--- config.mk ---
export PLATFORM = sky130hd
export DESIGN_NAME = sdm_stream_decoder_flat
export DESIGN_NICKNAME = d
export VERILOG_FILES = /design/src/rtl/sdm_stream_decoder_if.sv /design/src/rtl/sdm_stream_decoder.sv /design/src/flat_wrapper.sv
export SDC_FILE = /design/constraint.sdc
export NUM_CORES = 1
export LEC_CHECK = 0
export BUFFER_PORTS_ARGS = -buffer_cell sky130_fd_sc_hd__buf_2
export CORE_UTILIZATION = 55
export DETAILED_ROUTE_END_ITERATION = 7
export GPL_ROUTABILITY_DRIVEN = 0
export PLACE_DENSITY = 0.79
export SLEW_MARGIN = 20
export SYNTH_ARGS = -nofsm -noshare
export SYNTH_HDL_FRONTEND = slang
export SYNTH_SLANG_ARGS = --single-unit
--- constraint.sdc ---
create_clock -name clk -period 6.2 [get_ports clk]
set_input_delay 0.62 -clock clk [delete_from_list [all_inputs] [get_ports clk]]
set_output_delay 0.62 -clock clk [all_outputs]
set_load 0.05 [all_outputs]
--- src/rtl/sdm_stream_decoder_if.sv ---
// Sample-stream and result-handshake bundle for the sigma-delta stream decoder.
// master: sample source / result consumer; slave: the decoder.
interface sdm_stream_decoder_if #(
  parameter int unsigned N_FRAC = 26
);
  logic            en;
  logic            frac;
  logic            clr;
  logic [N_FRAC:0] alpha_est;
  logic            out_valid;
  logic            out_ready;
  logic            overrun;
  logic            settled;

  modport master (
    output en, frac, clr, out_ready,
    input  alpha_est, out_valid, overrun, settled
  );

  modport slave (
    input  en, frac, clr, out_ready,
    output alpha_est, out_valid, overrun, settled
  );
endinterface

--- src/rtl/sdm_stream_decoder.sv ---
// Sinc^2 (2nd-order CIC) decimator recovering alpha from the 1-bit frac stream,
// with a valid/ready result register and sticky overrun flag.
module sdm_stream_decoder #(
  parameter int unsigned N_FRAC   = 26,
  parameter int unsigned LOG2_DEC = 10
) (
  input logic                 clk,
  input logic                 rst_n,
  sdm_stream_decoder_if.slave bus
);

  localparam int unsigned B     = 2 * LOG2_DEC + 1;
  localparam int unsigned SHIFT = N_FRAC - 2 * LOG2_DEC;

  typedef enum logic [1:0] {
    SET_PRIME,  // waiting for the first (discarded) result
    SET_FILL,   // first result discarded, next one is delivered
    SET_RUN     // delivering results
  } settle_t;

  settle_t             settle_q, settle_d;
  logic [B-1:0]        i1, i2, c1d, c2d;
  logic [LOG2_DEC-1:0] dcnt;
  logic [N_FRAC:0]     alpha_q;
  logic                valid_q, overrun_q;

  logic [B-1:0]        i1_nx, i2_nx, d1, y;
  logic [N_FRAC:0]     y_scaled;
  logic                accept, dec_edge, load;

  always_comb begin
    accept   = bus.en & ~bus.clr;
    i1_nx    = i1 + B'(bus.frac);
    i2_nx    = i2 + i1_nx;
    dec_edge = accept && (dcnt == '1);
    d1       = i2_nx - c2d;
    y        = d1 - c1d;
    y_scaled = (N_FRAC+1)'(y) << SHIFT;
    load     = dec_edge && (settle_q != SET_PRIME);
  end

  always_comb begin
    settle_d = settle_q;
    if (bus.clr) begin
      settle_d = SET_PRIME;
    end else if (dec_edge) begin
      unique case (settle_q)
        SET_PRIME: settle_d = SET_FILL;
        SET_FILL:  settle_d = SET_RUN;
        default:   settle_d = SET_RUN;
      endcase
    end
  end

  always_ff @(posedge clk or negedge rst_n) begin
    if (!rst_n) settle_q <= SET_PRIME;
    else        settle_q <= settle_d;
  end

  always_ff @(posedge clk or negedge rst_n) begin
    if (!rst_n) begin
      i1        <= '0;
      i2        <= '0;
      c1d       <= '0;
      c2d       <= '0;
      dcnt      <= '0;
      alpha_q   <= '0;
      valid_q   <= 1'b0;
      overrun_q <= 1'b0;
    end else if (bus.clr) begin
      // alpha_est deliberately survives clr
      i1        <= '0;
      i2        <= '0;
      c1d       <= '0;
      c2d       <= '0;
      dcnt      <= '0;
      valid_q   <= 1'b0;
      overrun_q <= 1'b0;
    end else begin
      if (accept) begin
        i1   <= i1_nx;
        i2   <= i2_nx;
        dcnt <= dcnt + LOG2_DEC'(1);
        if (dec_edge) begin
          c2d <= i2_nx;
          c1d <= d1;
        end
      end
      if (load) begin
        alpha_q <= y_scaled;
        valid_q <= 1'b1;
        if (valid_q && !bus.out_ready) overrun_q <= 1'b1;
      end else if (valid_q && bus.out_ready) begin
        valid_q <= 1'b0;
      end
    end
  end

  assign bus.alpha_est = alpha_q;
  assign bus.out_valid = valid_q;
  assign bus.overrun   = overrun_q;
  assign bus.settled   = (settle_q == SET_RUN);

endmodule

--- src/flat_wrapper.sv ---
// flat-port wrapper written by rule: the top's interface ports become plain ports
module sdm_stream_decoder_flat 
#(
  parameter int unsigned N_FRAC   = 26,
  parameter int unsigned LOG2_DEC = 10
)
  (clk, rst_n, bus_en, bus_frac, bus_clr, bus_out_ready, bus_alpha_est, bus_out_valid, bus_overrun, bus_settled);
  sdm_stream_decoder_if #(.N_FRAC(N_FRAC)) bus_i ();
  input logic clk;
  input logic rst_n;
  input wire logic [$bits(bus_i.en)-1:0] bus_en;
  input wire logic [$bits(bus_i.frac)-1:0] bus_frac;
  input wire logic [$bits(bus_i.clr)-1:0] bus_clr;
  input wire logic [$bits(bus_i.out_ready)-1:0] bus_out_ready;
  output wire logic [$bits(bus_i.alpha_est)-1:0] bus_alpha_est;
  output wire logic [$bits(bus_i.out_valid)-1:0] bus_out_valid;
  output wire logic [$bits(bus_i.overrun)-1:0] bus_overrun;
  output wire logic [$bits(bus_i.settled)-1:0] bus_settled;
  assign bus_i.en = bus_en;
  assign bus_i.frac = bus_frac;
  assign bus_i.clr = bus_clr;
  assign bus_i.out_ready = bus_out_ready;
  assign bus_alpha_est = bus_i.alpha_est;
  assign bus_out_valid = bus_i.out_valid;
  assign bus_overrun = bus_i.overrun;
  assign bus_settled = bus_i.settled;
  sdm_stream_decoder #(.N_FRAC(N_FRAC), .LOG2_DEC(LOG2_DEC)) u_core (.clk(clk), .rst_n(rst_n), .bus(bus_i));
endmodule
==> reports/metrics.csv, run 1 <==
metric,value,unit
Placement Cell Area,0.00837,mm^2
final design instance area without fill,0.00904,mm^2
final worst-path cycle share,0.929,
CP Buf/Inv Count,0,
Routed wire per std cell,13.9,um
kind of cell adding the most delay to the critical path,compound AO/OA/AOI/OAI gates,
Worst Hold Margin,0.185,ns
total routing usage reported by global routing,0.220,
signed area change from the synthesized netlist to the final layout,12.4,%
total number of vias,6214,
ranking of synthesized cells by area,"sky130_fd_sc_hd__dfrtp_1 37%, sky130_fd_sc_hd__ha_1 10%, sky130_fd_sc_hd__xor2_1 5.3%",
unique cell type count in the Yosys netlist,59,
"EDFF count, synth",0,
CORE AREA,0.0141,mm^2
total stage count of the critical path,30,
xor-xnor portion of the synthesized cell area,0.110,
insertion delay of the later-clocked pin in the worst-skew pair,0.43,ns
H-tree level count,4,
area share of the leading cell type in the synthesized netlist,0.370,
number of top-level design ports,36,
"Seq/Total Area, Yosys",0.370,
number of storage elements in the synthesis netlist,119,
Reg2Reg Depth,30,
number of antenna violations at the first check in global routing,0,
critical path data arrival time,6.06,ns
critical-path cell with the highest stage delay,sky130_fd_sc_hd__dfrtp_1,
result of the run,finished clean,
most used flip-flop cell after synthesis,sky130_fd_sc_hd__dfrtp_1,
peak clock frequency supported by timing,174,MHz
final worst path period need,5.76,ns
global-route wire length before repair,26.0,mm
synthesized-area fraction occupied by adder cells,0.112,
number of buffer cells added on primary ports,29,
maximum number of pins on one net before global-route repair,90,
final setup slack of the worst path,0.439,ns
clock sink count,119,
buffer depth of the longest clock path,2,
grt met2 use,0.362,
Fin Clk Skew,0.00779,ns
Die Ht,123,um
mean instance size in the synthesized netlist,8.96,um^2
number of design-rule violations left by the first detailed-router iteration,491,
num rows,43,
Final Slew Violations,0,
fraction of layout cells with a size suffix above 1,0.114,
Final Total Pwr,2300,uW
quantity of hold-fixing buffers added after cts,0,
area share of and/or/nand/nor cells after synthesis,0.164,
clock tree from TritonCTS,built,
Routed Antenna Nets,0,
crit path launch type,flop,
total power divided by cell area,254,mW/mm^2
CP Data Required Time,6.50,ns
global route hottest layer,met2,
initial cell density of the core,0.570,
Die Width,123,um
main combinational cell family by area after synthesis,compound AO/OA/AOI/OAI gates,
synthesized cell area,0.00804,mm^2
estimated wirelength of the detail-placed design,10.6,mm
cell type contributing the most total cell area after synthesis,sky130_fd_sc_hd__dfrtp_1,
slew at the pin with the worst max-slew slack,0.976,ns
Inserted Clock Buffers,17,
Pre-Repair DR Iteration Count,5,
LEAKAGE,0.00448,uW
top-count cell post-synth,sky130_fd_sc_hd__dfrtp_1,
category of the most critical setup path,reg -> reg,
largest stage delay on the critical path,0.37,ns
die area,0.0151,mm^2
YS warnings,0,
most frequent CP cell,sky130_fd_sc_hd__o21ai_1,
maximum net fanout on the critical path,5,
number of design rule violations left after detail routing,0,
number of global-route vias before repair,5700,
clock-pin slew on the worst setup and hold paths,0.05,ns
cell types with the highest counts after synthesis,"119 x sky130_fd_sc_hd__dfrtp_1, 89 x sky130_fd_sc_hd__nand2_1, 80 x sky130_fd_sc_hd__nor2_1, 67 x sky130_fd_sc_hd__ha_1, 62 x sky130_fd_sc_hd__inv_1",
post-synthesis compound-gate area fraction,0.166,
Crit. End Element,flop,
FF-to-FF setup slack,0.44,ns
total routed wirelength,15.6,mm
worst-case vdd ir drop,0.000208,V
worst slew margin relative to its limit,0.350,
count of maximum capacitance violations,0,
Final Net Count,1005,
total global routing overflow,0,
number of setup violations in the final report,0,
met1 capacity usage during global routing,0.279,
vias per inst,5.54,
diode count,0,
worst slack after detailed placement,0.0116,ns
grt met3 use,0.0489,
Syn Inst Count,897,
classification of the worst-slack hold path,in -> async,
multiplexer share of the synthesized area,0.0266,
"Async S/R FF share, synth",1.00,
buffer type at the clock tree root,sky130_fd_sc_hd__clkbuf_16,
Util after Layout,0.641,
final hold violation count,0,
==> cells by family (layout without fill, tap and decap cells) <==
kind of cell               count (synthesis)  in the layout
and+or+nand+nor                          278            278
AOI/OAI and AO/OA                        209            209
muxes                                     21             21
adders and majority gates                 70             70
DFF                                      119            119
other                                      1              6
buffers and inverters                    101            141
xor gates and xnor gates                  98             98
==> repair_timing <==
item | CTS | global route
endpoints found under the setup margin | 0 | 1
resized for setup | 0 | 18
setup buffers | 0 | 2
==> state kept, by name, indices dropped and copies added, names as in the netlist <==
name	count
u_core.bus.alpha_est	21
u_core.bus.out_valid	1
u_core.bus.overrun	1
u_core.c1d	21
u_core.c2d	21
u_core.dcnt	10
u_core.i1	21
u_core.i2	21
u_core.settle_q	2
==> metal layers <==
metal	routed length, um	vias to the layer above	share of wire
met5	0	-	0
li1	-	3158	-
met4	276	0	0.018
met2	7260	115	0.47
met3	540	23	0.035
met1	7470	2918	0.48
==> area by class of cell <==
type                    instances  area [um^2]
clock inverters                 9         97.6
multi-input cells             682         4730
fillers                      1130         5060
clock buffers                  23          488
repair buffers                 47          283
flip-flops and latches        119         2980
inverters                      62          233
well taps                     180          225
==> final timing paths <==
path,startpoint,endpoint
setup / recovery,u_core.i1[0],u_core.bus.alpha_est[26]
hold / removal,rst_n,u_core.bus.alpha_est[9]
setup reg to reg,u_core.i1[0],u_core.bus.alpha_est[26]
hold reg to reg,u_core.bus.alpha_est[20],u_core.bus.alpha_est[20]
max in group asynchronous,rst_n,u_core.i2[6]
min in group clk,u_core.bus.alpha_est[20],u_core.bus.alpha_est[20]
==> placed cells by master (no fill, tap or decap), types with 9 or more instances in the layout <==
master / instances
sky130_fd_sc_hd__nand3_1: 25
sky130_fd_sc_hd__xnor2_1: 46
sky130_fd_sc_hd__nand2b_1: 17
sky130_fd_sc_hd__buf_2: 28
sky130_fd_sc_hd__and3_1: 15
sky130_fd_sc_hd__nand2_1: 89
sky130_fd_sc_hd__ha_1: 66
sky130_fd_sc_hd__inv_1: 62
sky130_fd_sc_hd__mux2i_1: 18
sky130_fd_sc_hd__nor2b_1: 9
sky130_fd_sc_hd__clkbuf_16: 17
sky130_fd_sc_hd__o21ai_0: 48
sky130_fd_sc_hd__dfrtp_1: 119
sky130_fd_sc_hd__a21oi_1: 47
sky130_fd_sc_hd__nand4_1: 11
sky130_fd_sc_hd__xor2_1: 46
sky130_fd_sc_hd__buf_4: 19
sky130_fd_sc_hd__nor2_1: 80
sky130_fd_sc_hd__a21o_1: 24
sky130_fd_sc_hd__o31ai_1: 32
==> report_power, final <==
part	total, uW	switching, uW	internal, uW	leakage [uW]
clock	967	339	628	0.000292
combinational	545	308	237	0.00253
sequential	786	3.89	782	0.00166
total	2300	651	1650	0.00448
==> metrics by stage <==
| stage | std cells | TNS [ns] |
|---|---|---|
| after floorplan | 902 | 0 |
| after global placement | 1088 | 0 |
| after detailed placement | 1088 | 0 |
| after CTS | 1120 | 0 |
| after global routing | 1122 | -0.0186 |
| final | 1122 | 0 |
No activity file was read; power rests on OpenSTA's default activity.
==> inputs of run 2 (changes only) <==
==> constraint.sdc (replaced) <==
create_clock -name clk -period 5.9 [get_ports clk]
set_input_delay 0.59 -clock clk [delete_from_list [all_inputs] [get_ports clk]]
set_output_delay 0.59 -clock clk [all_outputs]
set_load 0.05 [all_outputs]
==> run 2 against run 1 <==
Sequential cell count unchanged. Global-route usage increased by 1.1 points. Power increased by 11%. Via count increased by 2.7%. Combinational power increased by 21%. First-iteration DRC count decreased by 24%. Worst hold slack improved by 0.050 ns. Register-to-register slack got worse by 0.34 ns. Count of clock-buffer cells in the layout unchanged. Sequential power increased by 5.2%. Largest cell class unchanged.
==> reports/metrics.csv, run 2 (synthesis results as in run 1) <==
metric,value,unit,change
vias per inst,5.52,,-0.36%
final design instance area without fill,0.00948,mm^2,+4.8%
Die Width,123,um,unchanged
"commonest cells after routing, fill and taps aside","118 x sky130_fd_sc_hd__dfrtp_1, 87 x sky130_fd_sc_hd__nand2_1, 79 x sky130_fd_sc_hd__nor2_1",,
maximum net fanout on the critical path,6,,+1
number of design-rule violations left by the first detailed-router iteration,371,,-24%
LEAKAGE,0.00469,uW,+4.6%
clock sink count,119,,unchanged
clock-pin slew on the worst setup and hold paths,0.05,ns,about the same
number of setup violations in the final report,0,,unchanged
worst reg2reg startpoint,u_core.i1[0],,
worst slack after detailed placement,-0.0998,ns,-0.111 ns
net switching power,720,uW,+11%
Flop pwr share,0.324,,-0.018
worst-case vdd ir drop,0.000200,V,-3.7%
switching share of power,0.282,,-0.00112
number of global-route vias before repair,6118,,+7.3%
count of maximum capacitance violations,0,,unchanged
Final Net Count,1039,,+3.4%
worst slew margin relative to its limit,0.374,,+0.0243
slew at the pin with the worst max-slew slack,0.939,ns,-0.0364 ns
peak clock frequency supported by timing,173,MHz,-0.61%
Routed wire per std cell,14.7,um,+5.8%
maximum number of pins on one net before global-route repair,90,,unchanged
power share of the clock group,0.419,,-0.002
Placement Cell Area,0.00863,mm^2,+3.0%
initial cell density of the core,0.570,,unchanged
Util after Layout,0.672,,+0.0311
Fin Clk Skew,0.00535,ns,-0.00244 ns
Crit. End Element,flop,,
total number of vias,6379,,+2.7%
Pre-Repair DR Iteration Count,5,,unchanged
number of design rule violations left after detail routing,0,,unchanged
FF-to-FF setup slack,0.10,ns,-0.34 ns
die area,0.0151,mm^2,unchanged
insertion delay of the later-clocked pin in the worst-skew pair,0.42,ns,about the same
result of the run,finished clean,,
CP Data Required Time,6.19,ns,-0.31 ns
crit path launch type,flop,,
fraction of layout cells with a size suffix above 1,0.172,,+0.0585
signed area change from the synthesized netlist to the final layout,17.8,%,
num rows,43,,unchanged
diode count,0,,unchanged
cell-internal power,1830,uW,+11%
final hold violation count,0,,unchanged
Final Slew Violations,0,,unchanged
launch point of the critical path,u_core.i1[0],,
number of top-level design ports,36,,unchanged
total global routing overflow,0,,unchanged
buffer depth of the longest clock path,2,,unchanged
H-tree level count,4,,unchanged
number of antenna violations at the first check in global routing,0,,unchanged
Reg2Reg Depth,27,,-10%
CORE AREA,0.0141,mm^2,unchanged
FF-to-FF End,u_core.bus.alpha_est[26],,
estimated wirelength of the detail-placed design,10.9,mm,+2.9%
Routed Antenna Nets,0,,unchanged
clock tree from TritonCTS,built,,
final worst-path cycle share,0.982,,+0.0532
"leading cell type in the layout, fill and taps excluded",sky130_fd_sc_hd__dfrtp_1,,
buffer type at the clock tree root,sky130_fd_sc_hd__clkbuf_16,,
final setup slack of the worst path,0.104,ns,-0.335 ns
total routing usage reported by global routing,0.230,,+0.0106
category of the most critical setup path,reg -> reg,,
Final Total Pwr,2550,uW,+11%
Die Ht,123,um,unchanged
Inserted Clock Buffers,17,,unchanged
relative contribution of combinational cells to total power,0.257,,+0.020
classification of the worst-slack hold path,in -> async,,
number of buffer cells added on primary ports,29,,unchanged
critical path data arrival time,6.09,ns,+0.03 ns
total routed wirelength,17.0,mm,+9.0%
global-route wire length before repair,27.4,mm,+5.4%
total power divided by cell area,269,mW/mm^2,+5.9%
final worst path period need,5.80,ns,+0.0353 ns
-- run 2: changes by cell type in the layout (fill, tap and decap cells not counted), sizes merged --
cell | previous run | this run
bufinv | 2 | 3
buf | 47 | 81
clkinvlp | 1 | 0
-- run 2: cell type report --
type / instances / area, um^2
Sequential cell: 119 / 2980
Clock inverter: 9 / 120
Timing Repair Buffer: 81 / 538
Fill cell: 1050 / 4620
Multi-Input combinational cell: 682 / 4880
Clock buffer: 23 / 498
Tap cell: 180 / 225
Inverter: 62 / 233
-- run 2: power groups by stage --
| stage | registers [uW] | logic [uW] | clock network [uW] |
|---|---|---|---|
| after global placement | 840 | 590 | 0 |
| after CTS | 826 | 615 | 1080 |
| final | 827 | 657 | 1070 |
| after detailed placement | 840 | 603 | 0 |
| after floorplan | 839 | 450 | 0 |
| after global routing | 827 | 724 | 1120 |
-- run 2: per-layer routing --
metal / vias to the layer above / routed length, um / GRT usage
met5: - / 0 / 0
met4: 0 / 245 / 0.0770
met3: 18 / 560 / 0.0461
met2: 127 / 8410 / 0.397
met1: 3021 / 7740 / 0.286
li1: 3213 / - / -
-- run 2: timing repair --
item | in CTS | in global routing
hold buffers | 0 | 0
setup buffers | 0 | 2
setup endpoints to repair | 0 | 4
gates resized for setup | 0 | 47
-- run 2: per-stage QoR --
stage,instances,hold WS (ns),setup TNS [ns]
2_1_floorplan,902,0.294,0
3_3_place_gp,1122,0.455,0
3_5_place_dp,1122,0.465,-0.0998
4_1_cts,1154,0.253,0
5_1_grt,1156,0.288,-0.146
6_report,1156,0.236,0
-- run 2: worst max path at each step --
stage / to / cells after the start
2_1_floorplan: u_core.bus.alpha_est[26] / 30
3_3_place_gp: u_core.bus.alpha_est[26] / 28
3_5_place_dp: u_core.bus.alpha_est[26] / 29
4_1_cts: u_core.bus.alpha_est[26] / 27
5_1_grt: u_core.bus.alpha_est[26] / 30
6_report: u_core.bus.alpha_est[26] / 27
-- run 2: worst max-delay path, cell delays in order (launching register included) --
cell and delay [ns]:
sky130_fd_sc_hd__dfrtp_2 0.43, sky130_fd_sc_hd__ha_2 0.34, sky130_fd_sc_hd__ha_1 0.16, sky130_fd_sc_hd__inv_1 0.06
sky130_fd_sc_hd__fa_1 0.40, sky130_fd_sc_hd__nand2b_1 0.19, sky130_fd_sc_hd__a21oi_1 0.28, sky130_fd_sc_hd__nor2b_1 0.13
sky130_fd_sc_hd__o21ai_0 0.26, sky130_fd_sc_hd__xor2_1 0.16, sky130_fd_sc_hd__ha_1 0.34, sky130_fd_sc_hd__a21boi_0 0.28
sky130_fd_sc_hd__a21oi_1 0.11, sky130_fd_sc_hd__a31o_2 0.24, sky130_fd_sc_hd__buf_4 0.14, sky130_fd_sc_hd__o21bai_1 0.16
sky130_fd_sc_hd__a21oi_1 0.12, sky130_fd_sc_hd__xnor2_1 0.16, sky130_fd_sc_hd__ha_1 0.40, sky130_fd_sc_hd__nand2_1 0.08
sky130_fd_sc_hd__a2bb2oi_1 0.15, sky130_fd_sc_hd__o21a_1 0.14, sky130_fd_sc_hd__a21oi_2 0.23, sky130_fd_sc_hd__o21bai_4 0.08
sky130_fd_sc_hd__o21ai_1 0.18, sky130_fd_sc_hd__xor2_1 0.22, sky130_fd_sc_hd__xnor2_1 0.15, sky130_fd_sc_hd__o21ai_1 0.07
==> inputs of run 3 (changes only) <==
--- a/config.mk
+++ b/config.mk
@@ -10,6 +10,7 @@
 export DETAILED_ROUTE_END_ITERATION = 7
 export GPL_ROUTABILITY_DRIVEN = 0
 export PLACE_DENSITY = 0.79
+export REMOVE_ABC_BUFFERS = 1
 export SLEW_MARGIN = 20
 export SYNTH_ARGS = -nofsm -noshare
 export SYNTH_HDL_FRONTEND = slang
==> run 3 against run 2 <==
Sequential share of layout area rose by 0.23 points. Sequential cell count unchanged. Register-to-register slack improved by 0.16 ns. Clock skew grew 0.0022 ns. Critical path depth fell by 1. Via count increased by 0.22%. Wire length hardly changed. Largest power group unchanged. Highest routed layer unchanged.
==> reports/metrics.csv, run 3 (synthesis results as in run 1) <==
metric,value,unit,change
FF-to-FF setup slack,0.27,ns,+0.16 ns
count of non-filler cells in the finished layout,1162,,+0.52%
CP Buf/Inv Count,0,,-2
total routing usage reported by global routing,0.233,,+0.00275
clock tree from TritonCTS,built,,
Routed Antenna Nets,0,,unchanged
kind of cell adding the most delay to the critical path,compound AO/OA/AOI/OAI gates,,
total routed wirelength,17.0,mm,about the same
clock sink count,119,,unchanged
number of design rule violations left after detail routing,0,,unchanged
number of antenna violations at the first check in global routing,0,,unchanged
launch point of the critical path,u_core.i1[0],,
result of the run,finished clean,,
maximum net fanout on the critical path,5,,-1
Final Slew Violations,0,,unchanged
Die Width,123,um,unchanged
vias per inst,5.50,,-0.30%
final design instance area without fill,0.00940,mm^2,-0.75%
count of placed standard cells including taps,1126,,+0.36%
FF-to-FF End,u_core.bus.alpha_est[26],,
peak clock frequency supported by timing,178,MHz,+2.9%
global-route wire length before repair,27.8,mm,+1.4%
diode count,0,,unchanged
signed area change from the synthesized netlist to the final layout,16.9,%,
Placement Cell Area,0.00867,mm^2,+0.43%
number of design-rule violations left by the first detailed-router iteration,486,,+31%
Filler Cell Count,1104,,+5.1%
initial cell density of the core,0.570,,unchanged
maximum number of pins on one net before global-route repair,76,,-16%
insertion delay of the later-clocked pin in the worst-skew pair,0.42,ns,about the same
Crit. End Element,flop,,
total number of vias,6393,,+0.22%
count of maximum capacitance violations,0,,unchanged
"commonest cells after routing, fill and taps aside","119 x sky130_fd_sc_hd__dfrtp_1, 89 x sky130_fd_sc_hd__nand2_1, 80 x sky130_fd_sc_hd__nor2_1",,
estimated wirelength of the detail-placed design,11.4,mm,+4.1%
classification of the worst-slack hold path,in -> async,,
category of the most critical setup path,reg -> reg,,
num rows,43,,unchanged
clock-pin slew on the worst setup and hold paths,0.05,ns,about the same
Routed wire per std cell,14.6,um,-0.51%
total global routing overflow,0,,unchanged
LEAKAGE,0.00468,uW,-0.29%
Final Net Count,1046,,+0.67%
Fin Clk Skew,0.00758,ns,+0.00223 ns
buffer depth of the longest clock path,2,,unchanged
total power divided by cell area,255,mW/mm^2,-5.3%
Seq. cell area,0.00298,mm^2,about the same
worst reg2reg startpoint,u_core.i1[0],,
slew at the pin with the worst max-slew slack,0.947,ns,+0.00766 ns
die area,0.0151,mm^2,unchanged
critical-path cell with the highest stage delay,sky130_fd_sc_hd__dfrtp_1,,
largest stage delay on the critical path,0.40,ns,-0.03 ns
number of buffer cells added on primary ports,29,,unchanged
number of top-level design ports,36,,unchanged
final worst-path cycle share,0.955,,-0.0277
critical path data arrival time,5.93,ns,-0.16 ns
CP Data Required Time,6.19,ns,about the same
Pre-Repair DR Iteration Count,5,,unchanged
Die Ht,123,um,unchanged
final hold violation count,0,,unchanged
crit path launch type,flop,,
fraction of layout cells with a size suffix above 1,0.160,,-0.0123
buffer type at the clock tree root,sky130_fd_sc_hd__clkbuf_16,,
CORE AREA,0.0141,mm^2,unchanged
area used by multi-input combinational logic,0.00485,mm^2,-0.74%
"leading cell type in the layout, fill and taps excluded",sky130_fd_sc_hd__dfrtp_1,,
quantity of hold-fixing buffers added after cts,0,,unchanged
worst-case vdd ir drop,0.000222,V,+11%
total negative setup slack,0,ns,unchanged
Inserted Clock Buffers,17,,unchanged
number of global-route vias before repair,6255,,+2.2%
final worst path period need,5.63,ns,-0.163 ns
Reg2Reg Depth,26,,-3.7%
Worst Hold Margin,0.316,ns,+0.0802 ns
worst slew margin relative to its limit,0.366,,-0.00750
H-tree level count,4,,unchanged
number of setup violations in the final report,0,,unchanged
[run 3: what timing repair did]
action | 4_1_cts | 5_1_grt
hold endpoints to repair | 0 | 0
buffers inserted | 0 | 5
endpoints found under the setup margin | 0 | 3
resized for setup | 0 | 37
[run 3: worst max path at each step]
stage | slack, ns | end | cells after the start
after global routing | -0.04 | u_core.bus.alpha_est[26] | 28
after floorplan | 0.31 | u_core.bus.alpha_est[26] | 30
after detailed placement | -0.16 | u_core.bus.alpha_est[26] | 28
after CTS | 0.02 | u_core.bus.alpha_est[26] | 27
after global placement | -0.02 | u_core.bus.alpha_est[26] | 28
final | 0.27 | u_core.bus.alpha_est[26] | 26
[run 3: layout make-up]
type,count,area share
Sequential cell,119,0.317
Tap cell,180,0.0239
Multi-Input combinational cell,682,0.515
Clock buffer,28,0.0549
Timing Repair Buffer,88,0.0628
Inverter,62,0.0247
Clock inverter,3,0.00160
[run 3: where the power goes]
group	total, uW	leakage (uW)	internal, uW	switching, uW
Combinational	632	0.00275	290	343
Clock	941	0.000264	587	354
Sequential	827	0.00166	822	4.61
[run 3: through the flow]
| stage | total power (uW) | util | setup WS [ns] |
|---|---|---|---|
| 2_1_floorplan | 1270 | - | 0.315 |
| 3_3_place_gp | 1430 | 0.615 | -0.0180 |
| 3_5_place_dp | 1450 | 0.615 | -0.164 |
| 4_1_cts | 2390 | 0.653 | 0.0242 |
| 5_1_grt | 2510 | 0.667 | -0.0387 |
| 6_report | 2400 | 0.667 | 0.267 |
[run 3: layer usage]
layer  global-route usage  part of all wire  up-vias
li1                     -                 -     3222
met1                0.289              0.46     3019
met2                0.391              0.49      121
met3               0.0544             0.036       31
met4               0.0899             0.018        0
met5                    0                 0        -
